`src/rtl/comp_share_arb.sv`:
```
// comp_share_arb
//   Shares one registered WIDTH-bit unsigned magnitude comparator among
//   N_REQ requesters. A round-robin arbiter picks one valid requester in
//   IDLE, latches its operand pair, compares it in CMP and holds the
//   one-hot G/E/L result plus requester ID in RESP until the consumer
//   accepts it.
//
// Ports
//   clk        : clock, rising edge
//   rst_n      : asynchronous active-low reset
//   req_valid  : per-requester valid (N_REQ)
//   req_a      : packed operand A, requester i at [i*WIDTH +: WIDTH]
//   req_b      : packed operand B, same packing
//   req_ready  : one-hot grant (or zero), combinational in IDLE only
//   rsp_valid  : response held
//   rsp_ready  : consumer accepts the response
//   rsp_id     : requester index owning the response
//   rsp_g/e/l  : A > B, A == B, A < B (exactly one set per response)
//   cmp_count  : completed responses, saturating at 16'hFFFF
module comp_share_arb #(
  parameter int unsigned N_REQ = 4,
  parameter int unsigned WIDTH = 4,
  parameter int unsigned IDW   = 2
) (
  input  logic                   clk,
  input  logic                   rst_n,
  input  logic [N_REQ-1:0]       req_valid,
  input  logic [N_REQ*WIDTH-1:0] req_a,
  input  logic [N_REQ*WIDTH-1:0] req_b,
  output logic [N_REQ-1:0]       req_ready,
  output logic                   rsp_valid,
  input  logic                   rsp_ready,
  output logic [IDW-1:0]         rsp_id,
  output logic                   rsp_g,
  output logic                   rsp_e,
  output logic                   rsp_l,
  output logic [15:0]            cmp_count
);

  typedef enum logic [1:0] {
    IDLE = 2'd0,
    CMP  = 2'd1,
    RESP = 2'd2
  } state_e;

  state_e             state_q, state_d;
  logic [IDW-1:0]     rr_ptr_q, rr_ptr_d;
  logic [WIDTH-1:0]   a_q, a_d;
  logic [WIDTH-1:0]   b_q, b_d;
  logic [IDW-1:0]     id_q, id_d;
  logic [IDW-1:0]     rsp_id_q, rsp_id_d;
  logic               rsp_g_q, rsp_g_d;
  logic               rsp_e_q, rsp_e_d;
  logic               rsp_l_q, rsp_l_d;
  logic [15:0]        cnt_q, cnt_d;

  logic               win_found;
  logic [IDW-1:0]     win_idx;
  logic [WIDTH-1:0]   win_a;
  logic [WIDTH-1:0]   win_b;
  logic               accept;
  logic               rsp_done;

  // Round-robin scan: first valid index at or above rr_ptr, wrapping.
  always_comb begin
    int unsigned idx;
    win_found = 1'b0;
    win_idx   = '0;
    win_a     = '0;
    win_b     = '0;
    idx       = 0;
    for (int unsigned k = 0; k < N_REQ; k++) begin
      idx = (32'(rr_ptr_q) + k) % N_REQ;
      if (!win_found && req_valid[idx]) begin
        win_found = 1'b1;
        win_idx   = IDW'(idx);
        win_a     = req_a[idx*WIDTH +: WIDTH];
        win_b     = req_b[idx*WIDTH +: WIDTH];
      end
    end
  end

  assign accept   = (state_q == IDLE) && win_found;
  assign rsp_done = (state_q == RESP) && rsp_ready;

  // State register
  always_ff @(posedge clk or negedge rst_n) begin
    if (!rst_n) begin
      state_q <= IDLE;
    end else begin
      state_q <= state_d;
    end
  end

  // Next-state logic
  always_comb begin
    state_d = state_q;
    case (state_q)
      IDLE:    if (win_found) state_d = CMP;
      CMP:     state_d = RESP;
      RESP:    if (rsp_ready) state_d = IDLE;
      default: state_d = IDLE;
    endcase
  end

  // Output logic; the grant is gated by rst_n so it stays low throughout reset
  always_comb begin
    req_ready = '0;
    rsp_valid = 1'b0;
    case (state_q)
      IDLE: begin
        if (rst_n && win_found) begin
          req_ready = N_REQ'(1) << win_idx;
        end
      end
      RESP:    rsp_valid = 1'b1;
      default: begin
        req_ready = '0;
        rsp_valid = 1'b0;
      end
    endcase
  end

  // Datapath next-state
  always_comb begin
    rr_ptr_d = rr_ptr_q;
    a_d      = a_q;
    b_d      = b_q;
    id_d     = id_q;
    rsp_id_d = rsp_id_q;
    rsp_g_d  = rsp_g_q;
    rsp_e_d  = rsp_e_q;
    rsp_l_d  = rsp_l_q;
    cnt_d    = cnt_q;

    if (accept) begin
      a_d      = win_a;
      b_d      = win_b;
      id_d     = win_idx;
      rr_ptr_d = (win_idx == IDW'(N_REQ - 1)) ? '0 : win_idx + 1'b1;
    end

    if (state_q == CMP) begin
      rsp_g_d  = (a_q >  b_q);
      rsp_e_d  = (a_q == b_q);
      rsp_l_d  = (a_q <  b_q);
      rsp_id_d = id_q;
    end

    if (rsp_done && (cnt_q != '1)) begin
      cnt_d = cnt_q + 16'd1;
    end
  end

  // Datapath registers
  always_ff @(posedge clk or negedge rst_n) begin
    if (!rst_n) begin
      rr_ptr_q <= '0;
      a_q      <= '0;
      b_q      <= '0;
      id_q     <= '0;
      rsp_id_q <= '0;
      rsp_g_q  <= 1'b0;
      rsp_e_q  <= 1'b0;
      rsp_l_q  <= 1'b0;
      cnt_q    <= '0;
    end else begin
      rr_ptr_q <= rr_ptr_d;
      a_q      <= a_d;
      b_q      <= b_d;
      id_q     <= id_d;
      rsp_id_q <= rsp_id_d;
      rsp_g_q  <= rsp_g_d;
      rsp_e_q  <= rsp_e_d;
      rsp_l_q  <= rsp_l_d;
      cnt_q    <= cnt_d;
    end
  end

  assign rsp_id    = rsp_id_q;
  assign rsp_g     = rsp_g_q;
  assign rsp_e     = rsp_e_q;
  assign rsp_l     = rsp_l_q;
  assign cmp_count = cnt_q;

endmodule
```
`config.mk`:
```
export PLATFORM = sky130hd
export DESIGN_NAME = comp_share_arb
export DESIGN_NICKNAME = d
export VERILOG_FILES = /design/src/rtl/comp_share_arb.sv
export SDC_FILE = /design/constraint.sdc
export NUM_CORES = 1
export LEC_CHECK = 0
export BUFFER_PORTS_ARGS = -buffer_cell sky130_fd_sc_hd__buf_2
export CORE_ASPECT_RATIO = 2
export CORE_MARGIN = 4
export CORE_UTILIZATION = 25
export DETAILED_ROUTE_END_ITERATION = 8
export PLACE_DENSITY_LB_ADDON = 0.25
export SYNTH_ARGS = -nofsm -noshare
export SYNTH_HDL_FRONTEND = slang
export SYNTH_SLANG_ARGS = --single-unit
```
`constraint.sdc`:
```
create_clock -name clk -period 3 [get_ports clk]
set_input_delay 0.45 -clock clk [delete_from_list [all_inputs] [get_ports clk]]
set_output_delay 0.45 -clock clk [all_outputs]
set_load 0.05 [all_outputs]
```
# Yosys cells after proc, flatten, opt, wreduce, memory -nomap -nowiden
# Index checks and enable logic that the tools add are counted.
# totals
regBits	35
latchBits	0
ram_bits	0
mem_bits_ro	0
in_bits	39
memories	0
# classes
add_sub_neg	5
multipliers	0
div_mod_pow	0
order_cmp	6
n_eq_ne	7
shift	9
mux	31
bitwise_logic	0
reduce_logical	12
# op_table
cell	count
16-bit by 5-bit indexed part select with 4-bit output	8
4-bit two-way mux	10
16-bit by 1-bit adder with 16-bit output, second input constant	1
16-bit inequality test, second input constant	1
2-bit two-way mux	7
2-bit by 3-bit less-than comparator with 1-bit output, second input constant	4
1-bit two-way mux	9
1-bit binary-select mux with 2-bit select	4
1-bit logical AND	7
2-bit case mux with 3 select lines	1
2-bit by 1-bit adder with 2-bit output, second input constant	2
2-bit adder, second input constant	2
2-bit equality test, second input constant	2
4-bit equality test	1
4-bit greater-than comparator	1
4-bit less-than comparator	1
2-bit inequality test, second input constant	2
1-bit by 2-bit left shift with 4-bit output, first input constant	1
1-bit logical NOT	3
2-bit by 1-bit equality test with 1-bit output, second input constant	1
2-bit logical NOT	1
2-bit AND reduction	1

# Logic depth before layout (Yosys ltp)
# depth
depth_word	15
ltp_mapped	10

# Worst setup path after synthesis
# OpenSTA, ideal clock, no wires.
# synth_path
path_type	input port to output port
from	in req_valid[2]
to	out req_ready[1]
arrival_time_ps	2353
setup_slack_ps	197
cell_stages	9
n_path_buf	3
path_cell_list	buf_4 or4b_1 a21o_1 buf_6 and2_4 buf_6 a21oi_1 ha_1 and3_1
# synth_between
elab_chain_cells	15
word_cells_on_any_way	26
# synth_lines
item	line_no	source
from (decl)	27	input logic [N_REQ-1:0] req_valid,
1-bit binary-select mux with 2-bit select	74	if (!win_found && req_valid[idx]) begin
1-bit two-way mux (not written as such)	74	
1-bit two-way mux	74	
1-bit logical NOT	74	
1-bit logical AND	74	
1-bit two-way mux	74	
1-bit logical NOT	74	
1-bit logical AND	74	
1-bit two-way mux	74	
1-bit logical NOT	74	
1-bit logical AND	74	
2-bit two-way mux (*)	74	
net win_idx[0]	58	logic [IDW-1:0] win_idx;
1-bit by 2-bit left shift with 4-bit output (*)	113	req_ready = N_REQ'(1) << win_idx;
4-bit two-way mux (*)	112	if (rst_n && win_found) begin
4-bit two-way mux (*)	110	case (state_q)
to (decl)	30	output logic [N_REQ-1:0] req_ready,
# The timed path passes the listed nets; every way through them passes the cells marked *. The select of a mux whose other input is x is not followed.

# Final worst setup path
# layout_path
from	reg rr_ptr_q[0]
to	out req_ready[1]
# layout_between
elab_chain_cells	15
word_cells_on_any_way	29
# layout_lines
item	line_no	source
from (decl)	47	logic [IDW-1:0] rr_ptr_q, rr_ptr_d;
from (signal assigned)	168	rr_ptr_q <= rr_ptr_d;
parallel branches: the longest is 11 deep, another holds 2-bit by 1-bit adder with 2-bit output	--	
2-bit two-way mux (*)	74	
net win_idx[0]	58	
1-bit by 2-bit left shift with 4-bit output (*)	113	
4-bit two-way mux (*)	112	
4-bit two-way mux (*)	110	
# Mark *: on every way through the listed nets, which the timed path passes. The select of a mux whose other input is x is not followed.

==> impl_results.md <==
- Pwr Total: 3.28 mW
- FF-to-FF setup slack: 0.75 ns
- FF-to-FF path depth: 7
- Top post-synthesis cells by count: 35 x dfrtp_1, 33 x mux4_2, 25 x nand2_1
- Starting Density: 25.8%
- Reg clk slew, reported paths: 0.06 ns
- Synth top area share: 29.7%
- Number of antenna cells inserted: 0
- Cell taking the most area after synthesis: dfrtp_1
- CTS max path bufs: 2
- Vias after detailed routing: 2,458
- Critical path, cell by cell: or4b_1, a21o_1, and2_4, a21oi_2, ha_1, and3_1, buf_2
- Max FO, Critical Path: 9
- Top post-synthesis cells by area: dfrtp_1 30%, mux4_2 25%, ha_1 3.8%
- IO buf count: 64
- CP max stage delay: 0.53 ns
- Prevailing post-synth register cell: dfrtp_1
- Cells after Synth: 265
- Startpoint types: flip-flop
- DR iter-0 viols: 79
- Hold WC Path Type: input port to async pin
- Yosys cell types: 47
- Slew @ Worst Pin: 0.513 ns
- HPWL after DPL: 5980 µm
- Share of post-route cells with drive strength above 1: 40.2%
- Synthesized area: 2950 µm²
- Max Freq: 351 MHz
- DRT antenna net count: 0
- Initial antenna violation count: 0
- Most common cell in the netlist: dfrtp_1
- Die H: 162 µm
- Largest net degree at the start of global routing: 36
- Critical path's slowest cell: or4b_1
- Worst path required time: 2.55 ns
- Flops & latches, synth: 35
- CTS tree: done
- Reg-to-Reg End: a_q[0]$_DFFE_PN0P_
- First-pass GRT wire length: 12,200 µm
- Worst rel slew slack: 65.6%
- Register area share after synthesis: 29.7%
- Row count: 55
- Die span in x: 84.8 µm
- CTS Root Buffer Type: clkbuf_16
- Routed WL: 7420 µm
- GPL Wtd Cong: 0.767
- Vias in the first global route: 2,492
- Clk_lat worst skew: 0.28 ns
- Final hold violation count: 0
- Synthesis warning total: 0
- Setup tns final: 0 ns
- Layout Cells excl Fill: 475
- Period utilization: 95.0%
- Final nets: 380
- Remaining Overflow, GRT: 0
- Syn Area/Cell: 11.1 µm²
- Drt via density: 5.17
- Min Tclk post-route: 2.85 ns
- Die area: 13,700 µm²
- Clock Skews: 0.00649 ns
- Router iterations before antenna repair: 4
- CORE AREA: 11,400 µm²
- Hold_ws: 0.252 ns
- Cts bufs inserted: 5
- RSZ-0062 raised after global routing: no
- Pwr dens: 916 nW/µm²
- Syn Nets: 313
- Total track usage: 10.9%
- CP endpoint kind: primary output
- I/O pins: 65
- Worst vdd ir: 643 µV
- DRC viols: 0
- Max Slew Vio Count: 0
- Final Util: 31.4%
- Area grow syn2layout: 21.6%
- Leak pwr: 1.59 nW
- Final setup fails: 0
- Routed len/inst: 15.6 µm
- Placed cell count: 461
- H-tree depth: 2
- Status: finished, final reports clean
- WS Path Type: flip-flop to primary output
- Arrival time at the worst endpoint: 2.40 ns
- MaxCap Viol Count: 0
- Worst r2r src: rr_ptr_q[0]$_DFFE_PN0P_
- Async set-reset flop share out of synthesis: 100%
- Fillers: 1,223
- Clock tree sinks: 35
- Post-synth EDFFs: 0
layer usage:
metal | track usage [%] | vias up | part of all wire, %
met5 | 0 | - | 0
met3 | 1.53 | 12 | 3.6
met1 | 10.9 | 1215 | 36
met2 | 21.3 | 53 | 58
met4 | 5.19 | 0 | 2.6
li1 | - | 1178 | -
placed cells by master, fill, tap and decap left out, types with 8 or more instances in the layout:
master,instances
o211ai_1,13
nand3_1,14
buf_4,15
dfrtp_1,33
a21boi_0,8
and3_1,9
ha_1,9
nand2_1,25
xnor2_1,10
buf_2,64
nand4_1,8
mux4_2,33
kinds of logic after synthesis:
logic type      count (synthesis)  synth area share [%]
simple gates                   85                  16.6
xor+xnor                       14                  4.16
compound gates                 57                  13.8
fa+ha+maj                       9                  3.82
flops                          35                  29.7
mux                            37                  26.7
buf+inv                        28                  5.22
sequential cells by signal (all words and copies together) (netlist names):
register,count
cmp_count,16
rsp_id,2
a_q,4
rsp_e,1
id_q,2
rsp_g,1
rr_ptr_q,2
state_q,2
b_q,4
rsp_l,1
final cells by class:
| type | count | area [µm²] | share of cell area [%] |
|---|---|---|---|
| Multi-Input combinational cell | 202 | 1920 | 53.6 |
| Sequential cell | 35 | 878 | 24.5 |
| Timing Repair Buffer | 80 | 440 | 12.3 |
| Tap cell | 142 | 178 | 4.95 |
| Clock buffer | 7 | 133 | 3.70 |
| Inverter | 8 | 30.0 | 0.837 |
| Clock inverter | 1 | 5.00 | 0.140 |
through the flow:
step	instance area (µm²)	worst slack (ns)
detailed placement	3400	0.173
global placement	3400	0.198
CTS	3540	0.0755
global route	3590	0.0253
finish	3590	0.149
floorplan	2950	0.197
worst max path at each step:
stage                            start           end  slack, ns  cells past startpoint
6_report       rr_ptr_q[0]$_DFFE_PN0P_  req_ready[1]       0.15                      7
2_1_floorplan             req_valid[2]  req_ready[1]       0.20                      9
3_3_place_gp              req_valid[1]  req_ready[1]       0.20                      8
3_5_place_dp              req_valid[1]  req_ready[3]       0.17                      8
5_1_grt        rr_ptr_q[0]$_DFFE_PN0P_  req_ready[0]       0.03                      8
4_1_cts        rr_ptr_q[0]$_DFFE_PN0P_  req_ready[3]       0.08                      7
power breakdown:
part | total (mW) | internal, mW | switching, mW | leakage, nW
clock network | 0.492 | 0.307 | 0.186 | 0.0679
registers | 0.759 | 0.631 | 0.128 | 0.450
logic | 2.03 | 0.918 | 1.12 | 1.07
total | 3.28 | 1.86 | 1.43 | 1.59
worst max-delay path: cells and delay by family (launching register included):
family                   cells  cell delay (ns)
AO/OA/AOI/OAI                2             0.38
adder cells (fa/ha/maj)      1             0.16
buffers and inverters        1             0.25
flip-flops                   1             0.45
AND/OR/NAND/NOR              3             0.87
what timing repair did:
action                                  CTS  global route
buffers inserted                          0             6
hold endpoints to repair                  0             0
hold buffers                              0             0
endpoints found under the setup margin    2             4
resized for setup                         2             1
(Power assumes the default switching activity.)
